===== src/rtl/tfhe_pu_pkg.sv =====
// tfhe_pu_pkg: CSR map offsets, AXI response codes and STATUS bit positions
package tfhe_pu_pkg;
    localparam logic [31:0] CSR_ID      = 32'h00;
    localparam logic [31:0] CSR_CTRL    = 32'h04;
    localparam logic [31:0] CSR_STATUS  = 32'h08;
    localparam logic [31:0] CSR_LED     = 32'h0C;
    localparam logic [31:0] CSR_SCRATCH = 32'h10;
    localparam logic [31:0] CSR_BASE_LO = 32'h14;
    localparam logic [31:0] CSR_BASE_HI = 32'h18;
    localparam logic [31:0] CSR_CYCLES  = 32'h1C;
    localparam logic [1:0] RESP_OKAY   = 2'b00;
    localparam logic [1:0] RESP_SLVERR = 2'b10;
    localparam int STATUS_BUSY = 0;
    localparam int STATUS_DONE = 1;
    function automatic logic [31:0] merge_strb(input logic [31:0] old, input logic [31:0] data, input logic [3:0] strb);
        logic [31:0] r;
        for (int i = 0; i < 4; i++) r[8*i +: 8] = strb[i] ? data[8*i +: 8] : old[8*i +: 8];
        return r;
    endfunction
endpackage


===== src/rtl/tfhe_pu_csr_wr_join.sv =====
// tfhe_pu_csr_wr_join: holds AW and W independently and joins them into one commit strobe plus B handshake
module tfhe_pu_csr_wr_join #(
    parameter int ADDR_W = 12
) (
    input  logic              clk,
    input  logic              rst,
    input  logic [ADDR_W-1:0] awaddr,
    input  logic              awvalid,
    output logic              awready,
    input  logic [31:0]       wdata,
    input  logic [3:0]        wstrb,
    input  logic              wvalid,
    output logic              wready,
    output logic              bvalid,
    input  logic              bready,
    output logic              commit,
    output logic [ADDR_W-1:0] addr,
    output logic [31:0]       data,
    output logic [3:0]        strb
);
    logic aw_held_q, aw_held_d, w_held_q, w_held_d, bvalid_q, bvalid_d, b_done;
    logic [ADDR_W-1:0] addr_q, addr_d;
    logic [31:0] data_q, data_d;
    logic [3:0] strb_q, strb_d;
    assign awready = !aw_held_q;
    assign wready  = !w_held_q;
    assign bvalid  = bvalid_q;
    assign addr    = addr_q;
    assign data    = data_q;
    assign strb    = strb_q;
    // holding regs stay full until the B handshake so a new write cannot start early
    always_comb begin
        b_done    = bvalid_q && bready;
        commit    = aw_held_q && w_held_q && !bvalid_q;
        aw_held_d = aw_held_q ? !b_done : awvalid;
        w_held_d  = w_held_q ? !b_done : wvalid;
        addr_d    = (awvalid && !aw_held_q) ? awaddr : addr_q;
        data_d    = (wvalid && !w_held_q) ? wdata : data_q;
        strb_d    = (wvalid && !w_held_q) ? wstrb : strb_q;
        bvalid_d  = commit || (bvalid_q && !bready);
    end
    // channel state registers
    always_ff @(posedge clk or posedge rst) begin
        if (rst) begin
            aw_held_q <= 1'b0;
            w_held_q  <= 1'b0;
            bvalid_q  <= 1'b0;
            addr_q    <= '0;
            data_q    <= '0;
            strb_q    <= '0;
        end else begin
            aw_held_q <= aw_held_d;
            w_held_q  <= w_held_d;
            bvalid_q  <= bvalid_d;
            addr_q    <= addr_d;
            data_q    <= data_d;
            strb_q    <= strb_d;
        end
    end
endmodule


===== src/rtl/tfhe_pu_csr_axil.sv =====
// tfhe_pu_csr_axil: AXI4-Lite CSR block driving TFHE core control, LEDs and HBM base address
module tfhe_pu_csr_axil #(
    parameter int          ADDR_W   = 12,
    parameter int          LED_W    = 8,
    parameter logic [31:0] ID_VALUE = 32'h7FE5_0001
) (
    input  logic              sys_clk,
    input  logic              sys_rst,
    input  logic [ADDR_W-1:0] s_axil_awaddr,
    input  logic              s_axil_awvalid,
    output logic              s_axil_awready,
    input  logic [31:0]       s_axil_wdata,
    input  logic [3:0]        s_axil_wstrb,
    input  logic              s_axil_wvalid,
    output logic              s_axil_wready,
    output logic [1:0]        s_axil_bresp,
    output logic              s_axil_bvalid,
    input  logic              s_axil_bready,
    input  logic [ADDR_W-1:0] s_axil_araddr,
    input  logic              s_axil_arvalid,
    output logic              s_axil_arready,
    output logic [31:0]       s_axil_rdata,
    output logic [1:0]        s_axil_rresp,
    output logic              s_axil_rvalid,
    input  logic              s_axil_rready,
    output logic [LED_W-1:0]  leds,
    output logic              core_start,
    input  logic              core_busy,
    input  logic              core_done,
    output logic [63:0]       hbm_base
);
    import tfhe_pu_pkg::*;
    logic commit;
    logic [ADDR_W-1:0] w_addr;
    logic [31:0] w_data;
    logic [3:0] w_strb;
    tfhe_pu_csr_wr_join #(.ADDR_W(ADDR_W)) u_wr_join (
        .clk(sys_clk), .rst(sys_rst),
        .awaddr(s_axil_awaddr), .awvalid(s_axil_awvalid), .awready(s_axil_awready),
        .wdata(s_axil_wdata), .wstrb(s_axil_wstrb), .wvalid(s_axil_wvalid), .wready(s_axil_wready),
        .bvalid(s_axil_bvalid), .bready(s_axil_bready),
        .commit(commit), .addr(w_addr), .data(w_data), .strb(w_strb)
    );
    logic [LED_W-1:0] led_q, led_d;
    logic [31:0] scratch_q, scratch_d, lo_q, lo_d, hi_q, hi_d, cycles_q, cycles_d, rdata_q, rdata_d;
    logic done_q, done_d, start_q, start_d, rvalid_q, rvalid_d;
    logic [1:0] bresp_q, bresp_d, rresp_q, rresp_d;
    logic [31:0] wa, ra, status, rd_val, led_m;
    logic wr_ok, rd_ok, ar_hs, w1c;
    assign s_axil_arready = !rvalid_q;
    assign s_axil_rvalid  = rvalid_q;
    assign s_axil_rdata   = rdata_q;
    assign s_axil_rresp   = rresp_q;
    assign s_axil_bresp   = bresp_q;
    assign leds           = led_q;
    assign core_start     = start_q;
    assign hbm_base       = {hi_q, lo_q};
    // decode, CSR next-state and read mux; reads see pre-write register values
    always_comb begin
        wa       = 32'(w_addr) & ~32'h3;
        ra       = 32'(s_axil_araddr) & ~32'h3;
        wr_ok    = wa == CSR_CTRL || wa == CSR_STATUS || wa == CSR_LED || wa == CSR_SCRATCH || wa == CSR_BASE_LO || wa == CSR_BASE_HI;
        rd_ok    = ra <= CSR_CYCLES;
        status   = '0;
        status[STATUS_BUSY] = core_busy;
        status[STATUS_DONE] = done_q;
        rd_val   = ra == CSR_ID      ? ID_VALUE :
                   ra == CSR_STATUS  ? status :
                   ra == CSR_LED     ? 32'(led_q) :
                   ra == CSR_SCRATCH ? scratch_q :
                   ra == CSR_BASE_LO ? lo_q :
                   ra == CSR_BASE_HI ? hi_q :
                   ra == CSR_CYCLES  ? cycles_q : 32'h0;
        led_m     = merge_strb(32'(led_q), w_data, w_strb);
        led_d     = (commit && wa == CSR_LED) ? led_m[LED_W-1:0] : led_q;
        scratch_d = (commit && wa == CSR_SCRATCH) ? merge_strb(scratch_q, w_data, w_strb) : scratch_q;
        lo_d      = (commit && wa == CSR_BASE_LO) ? merge_strb(lo_q, w_data, w_strb) : lo_q;
        hi_d      = (commit && wa == CSR_BASE_HI) ? merge_strb(hi_q, w_data, w_strb) : hi_q;
        start_d   = commit && wa == CSR_CTRL && w_strb[0] && w_data[0];
        w1c       = commit && wa == CSR_STATUS && w_strb[0] && w_data[STATUS_DONE];
        done_d    = core_done || (done_q && !w1c);
        cycles_d  = start_q ? 32'h0 : (core_busy && cycles_q != 32'hFFFF_FFFF) ? cycles_q + 32'h1 : cycles_q;
        bresp_d   = commit ? (wr_ok ? RESP_OKAY : RESP_SLVERR) : bresp_q;
        ar_hs     = s_axil_arvalid && !rvalid_q;
        rdata_d   = ar_hs ? rd_val : rdata_q;
        rresp_d   = ar_hs ? (rd_ok ? RESP_OKAY : RESP_SLVERR) : rresp_q;
        rvalid_d  = ar_hs || (rvalid_q && !s_axil_rready);
    end
    // CSR and read-channel registers
    always_ff @(posedge sys_clk or posedge sys_rst) begin
        if (sys_rst) begin
            led_q     <= '0;
            scratch_q <= '0;
            lo_q      <= '0;
            hi_q      <= '0;
            cycles_q  <= '0;
            done_q    <= 1'b0;
            start_q   <= 1'b0;
            bresp_q   <= RESP_OKAY;
            rvalid_q  <= 1'b0;
            rdata_q   <= '0;
            rresp_q   <= RESP_OKAY;
        end else begin
            led_q     <= led_d;
            scratch_q <= scratch_d;
            lo_q      <= lo_d;
            hi_q      <= hi_d;
            cycles_q  <= cycles_d;
            done_q    <= done_d;
            start_q   <= start_d;
            bresp_q   <= bresp_d;
            rvalid_q  <= rvalid_d;
            rdata_q   <= rdata_d;
            rresp_q   <= rresp_d;
        end
    end
endmodule

===== config.mk =====
export PLATFORM = sky130hd
export DESIGN_NAME = tfhe_pu_csr_axil
export DESIGN_NICKNAME = d
export VERILOG_FILES = /design/src/rtl/tfhe_pu_pkg.sv /design/src/rtl/tfhe_pu_csr_wr_join.sv /design/src/rtl/tfhe_pu_csr_axil.sv
export SDC_FILE = /design/constraint.sdc
export NUM_CORES = 1
export LEC_CHECK = 0
export ABC_CLOCK_PERIOD_IN_PS = 13200
export BUFFER_PORTS_ARGS = -buffer_cell sky130_fd_sc_hd__buf_4
export CORE_ASPECT_RATIO = 1.4
export CORE_MARGIN = 2
export CORE_UTILIZATION = 60
export CTS_BUF_LIST = sky130_fd_sc_hd__clkbuf_8
export DETAILED_ROUTE_END_ITERATION = 6
export GPL_TIMING_DRIVEN = 1
export HOLD_SLACK_MARGIN = 0.06
export PLACE_DENSITY = 0.94
export RECOVER_POWER = 50
export SETUP_SLACK_MARGIN = 0.02
export SYNTH_ARGS = -nofsm -noshare
export SYNTH_HDL_FRONTEND = slang
export SYNTH_HIERARCHICAL = 1
export SYNTH_SLANG_ARGS = --single-unit

===== constraint.sdc =====
create_clock -name sys_clk -period 13.2 [get_ports sys_clk]
set_input_delay 0.66 -clock sys_clk [delete_from_list [all_inputs] [get_ports sys_clk]]
set_output_delay 0.66 -clock sys_clk [all_outputs]
set_load 0.05 [all_outputs]

# Word level (Yosys, flattened, before mapping)
# Cells that the tools add are included.
# classes
addsub	1
n_lt_le_gt_ge	1
n_eq_ne	13
mux	13
reduce_logical	51
# ops
operator	n
32-bit 2-to-1 mux	9
10-bit by 3-bit == test with 1-bit output (second input constant)	7
10-bit by 2-bit == test with 1-bit output (second input constant)	4
32-bit by 1-bit adder with 32-bit output (second input constant)	1
32-bit logical NOT	1
32-bit inequality test (second input constant)	1
2-bit AND reduction	13
1-bit logical AND	20
12-bit by 5-bit less-or-equal comparator with 1-bit output (second input constant)	1
10-bit by 1-bit == test with 1-bit output (second input constant)	1
1-bit logical NOT	8
1-bit logical OR	8
2-bit 2-to-1 mux	2
1-bit 2-to-1 mux	2
2-bit nonzero test	1
# word_totals
reg_bits	226
input_bits	69
output_inout_bits	114
elab_cells	105

# Logic depth before layout (Yosys ltp)
# logic_depth
word_depth	8
mapped_depth	8
depth_no_buf	6

# Modules after synthesis
# The synthesis kept the hierarchy.
# modules_own_cells
mod	n_inst	cells_each	area_per_inst_um2	seq_area_each_um2
tfhe_pu_csr_axil	1	669	8119.0	4329.2
tfhe_pu_csr_wr_join	1	115	2067.0	1276.2

# Worst setup path before layout
# Ideal clock, no wire load.
# synth_timing
path_type	input port to flip-flop
start	input s_axil_araddr[3]
end	register rdata_q[2], in the netlist s_axil_rdata[2]
setup_time_ps	137
t_arrival_ps	2259
required_ps	13063
path_slack_ps	10804
stages	6
n_path_buf	3
path_cell_list	clkbuf_1 > clkbuf_1 > clkbuf_1 > mux4_2 > a22oi_1 > o21ai_1
# synth_between
elab_chain_cells	8
elab_cells_between_ends	14
classes_between	eq/ne (6); mux (7); reduce/logical (1)
# synth_rtl
item	line	text
start: declaration	tfhe_pu_csr_axil.sv:19	input logic [ADDR_W-1:0] s_axil_araddr,
10-bit by 3-bit == test with 1-bit output	tfhe_pu_csr_axil.sv:73	ra == CSR_CYCLES ? cycles_q : 32'h0;
32-bit 2-to-1 mux	tfhe_pu_csr_axil.sv:73	
32-bit 2-to-1 mux	tfhe_pu_csr_axil.sv:72	ra == CSR_BASE_HI ? hi_q :
32-bit 2-to-1 mux	tfhe_pu_csr_axil.sv:71	ra == CSR_BASE_LO ? lo_q :
32-bit 2-to-1 mux	tfhe_pu_csr_axil.sv:70	ra == CSR_SCRATCH ? scratch_q :
32-bit 2-to-1 mux	tfhe_pu_csr_axil.sv:69	ra == CSR_LED ? 32'(led_q) :
32-bit 2-to-1 mux	tfhe_pu_csr_axil.sv:68	ra == CSR_STATUS ? status :
32-bit 2-to-1 mux *	tfhe_pu_csr_axil.sv:67	rd_val = ra == CSR_ID ? ID_VALUE :
end signal: assignment	tfhe_pu_csr_axil.sv:113	rdata_q <= rdata_d;
end: declaration	tfhe_pu_csr_axil.sv:45	logic [31:0] scratch_q, scratch_d, lo_q, lo_d, hi_q, hi_d, cycles_q, cycles_d, rdata_q, rdata_d;
# Every way passes the cells marked *; elsewhere a longest branch is shown, timed or not.
# A chain may end at the register's enable or synchronous reset.

==> results.md <==
Status:
- The flow ran to the end, but the final reports show violations.
- The final reports fail on capacitance limit, slew limit.

Power:
- The total power divided by cell area is around 150 nW/um^2.
- VDD sags by at most around 110 uV.
- The analysis attributes to cell leakage a power of roughly 5.5 nW.

STA:
- Subtracting the final worst setup slack from the clock period gives 3.65 ns.
- The final hold violation count came to 0.
- The largest clock skew in the final design is between 0.03 and 0.04 ns.
- Setup repair after global routing left no endpoint under its margin.
- In this run the tightest slew margin relative to its limit is -157%.
- The setup TNS is 0 ns.
- The measured slew at the worst slew-check pin is approximately 3.8 ns.
- The timing-limited maximum frequency is roughly 270 MHz.
- After layout, the worst path uses ~28% of the clock period.
- The total setup violations reported at the end of the flow is 0.
- The final max-slew violation count was approximately 180.

Logic synthesis:
- The number of instances in the synthesized netlist is 780.
- After synthesis the cells add up to ~10000 um^2.
- Each instance of the synthesized netlist takes up on average roughly 13 um^2.
- Yosys printed 6 warnings.

Clocking:
- Counting along the longest clock path gives a buffer depth of 3.
- The number of sinks driven by the clock tree is between 200 and 250.
- TritonCTS built the clock tree.
- The number of post-CTS setup repair buffers is 0.
- The count of hold-fix buffers inserted at cts is 0.
- The post-cts repair resize count is 0.
- The number of buffers added by the clock tree synthesis step is 34.
- After clock tree synthesis, the clock-pin slew on the worst setup and hold paths is 0.07 ns.
- The later-pin clock latency in the skew report is about 0.52 ns.
- The number of levels in the clock H-tree is 2.
- The tree is rooted in a sky130_fd_sc_hd__clkbuf_8.

Final layout:
- After the last flow step, the layout net total stands at between 1000 and 1500.
- The number of diodes added for antenna fixing is 0.
- The non-filler instance count after layout is ~1200.
- The fraction of layout cells with a size suffix above 1 is between 10% and 20%.
- The layout has 1182 filler cells.
- At the end of the flow the core is filled with cells to a little over two thirds.
- Relative to the synthesized area, the layout overhead comes to 15.8%.
- The top cell types in the final layout, fill and taps aside, are sky130_fd_sc_hd__dfrtp_1 (222), sky130_fd_sc_hd__mux2_1 (134), sky130_fd_sc_hd__clkbuf_1 (95), sky130_fd_sc_hd__buf_4 (87), sky130_fd_sc_hd__nand2_1 (67).
- The leading cell type in the layout, fill and taps excluded is sky130_fd_sc_hd__dfrtp_1.

Critical path:
- The source of the critical timing path is sys_rst.
- The critical path arrival is around 4 ns.
- The critical path contains buffers and inverters numbering 3 combined.
- Along the worst path, the maximum fanout reaches approximately 90.
- The critical path capture point type is an async pin.
- The cell type group with the largest total delay on the critical path is buffers and inverters.
- The worst register-to-register path begins at cycles_q[12].
- STA classifies the critical path startpoint as an input port.
- The setup path with the least slack is of type input port to async pin.
- The highest-delay cell along the critical path is sky130_fd_sc_hd__clkinvlp_2.
- The critical path goes through clkbuf_1, clkinvlp_2, buf_4.
- STA puts the critical path data required time at about 14 ns.
- The longest individual stage delay on the worst path is between 2 and 2.5 ns.

Detailed routing:
- In the final routed layout, each cell accounts on average for between 20 and 25 um.
- The residual antenna-violating net count after detailed routing is 0.
- In the routed design, unresolved DRC markers number 0.
- The detailed-route via count is about 7600.
- The total wire length after detailed routing is about 27 mm.
- The number of detailed-route iterations in the first pass is 5.
- Dividing the detail-routed via count by the number of cells gives ~6.4.
- The first routing iteration left 690 violations.

Floorplan:
- The effective utilization at floorplan is roughly 60%.
- The die extent in x is around 110 um.
- The die covers between 15000 and 20000 um^2.
- The region available for standard cell placement spans between 15000 and 20000 um^2.
- The initialized floorplan defines 56 standard-cell rows.
- Pin placement for this block handled 183 I/O pins.
- The die span in y is around 160 um.

Global routing:
- The maximum number of pins on one net before global-route repair is just under 90.
- The initial antenna violation count is 0.
- The first-pass GRT wire length is ~42 mm.
- The global route total overflow is 0.
- The number of global-route vias before repair is between 8000 and 9000.
- The total track usage is between 30% and 40%.

Placement:
- The number of input and output port buffers inserted is roughly 180.
- The global placer's final weighted congestion is approximately 0.84.
- The half-perimeter wire length after detailed placement is 18.2 mm.
- The total placed cells including tap cells is 1132.

Flow run:
- The tool flagged a number of max-cap violations equal to 3.

Worst hold path:
- The startpoint identified for the worst hold timing path is core_done.
- The class of the tightest hold or removal check is input port to register.
-- final cells by class --
| class | instances | area [um^2] | share of cell area, % |
|---|---|---|---|
| sequential | 222 | 5560 | 47.4 |
| multi-input combinational | 515 | 4180 | 35.7 |
| timing repair buffer | 182 | 1010 | 8.62 |
| clock buffer | 39 | 537 | 4.58 |
| tap | 203 | 254 | 2.17 |
| clock inverter | 18 | 134 | 1.14 |
| inverter | 10 | 38.8 | 0.331 |
-- report_power, final --
| group | switching, mW | internal, mW | leakage (nW) | total, mW |
|---|---|---|---|---|
| combinational | 0.199 | 0.129 | 2.21 | 0.328 |
| sequential | 0.116 | 0.788 | 2.93 | 0.904 |
| clock | 0.263 | 0.309 | 0.381 | 0.572 |
| total | 0.578 | 1.23 | 5.52 | 1.80 |
-- metrics by stage --
| stage | power [mW] | hold WS (ns) | setup slack (ns) | cell area, um^2 |
|---|---|---|---|---|
| floorplan | 1.17 | 0.449 | 7.85 | 10100 |
| CTS | 1.86 | 0.312 | 10.15 | 12200 |
| global route | 1.88 | 0.321 | 8.81 | 11700 |
| global placement | 1.28 | 0.465 | 9.84 | 11500 |
| detailed placement | 1.30 | 0.466 | 9.75 | 11500 |
| finish | 1.80 | 0.315 | 9.55 | 11700 |
-- path summary, 6_finish.rpt --
check | to | slack (ns) | cells after the start
worst max-delay path | lo_q[29] | 9.55 | 3
worst min-delay path | done_q | 0.32 | 2
worst max register to register | cycles_q[5] | 10.08 | 5
worst min register to register | done_q | 0.48 | 1
max in group sys_clk | cycles_q[5] | 10.08 | 5
min in group asynchronous | lo_q[8] | 1.30 | 2
-- metal layers --
layer	wire [um]	track usage (%)
met3	2040	5.82
met2	13900	51.7
met4	1370	16.1
met5	0	0
met1	9880	37.1
-- flip-flops by register name, summed over array words and instances, names as in the netlist, 4 cells and up --
register,count
cycles_q,32
hi_q,32
leds,8
lo_q,32
s_axil_rdata,32
scratch_q,32
u_wr_join/addr,10
u_wr_join/data,32
u_wr_join/strb,4
Note: power is estimated with default switching activity, not from simulation.
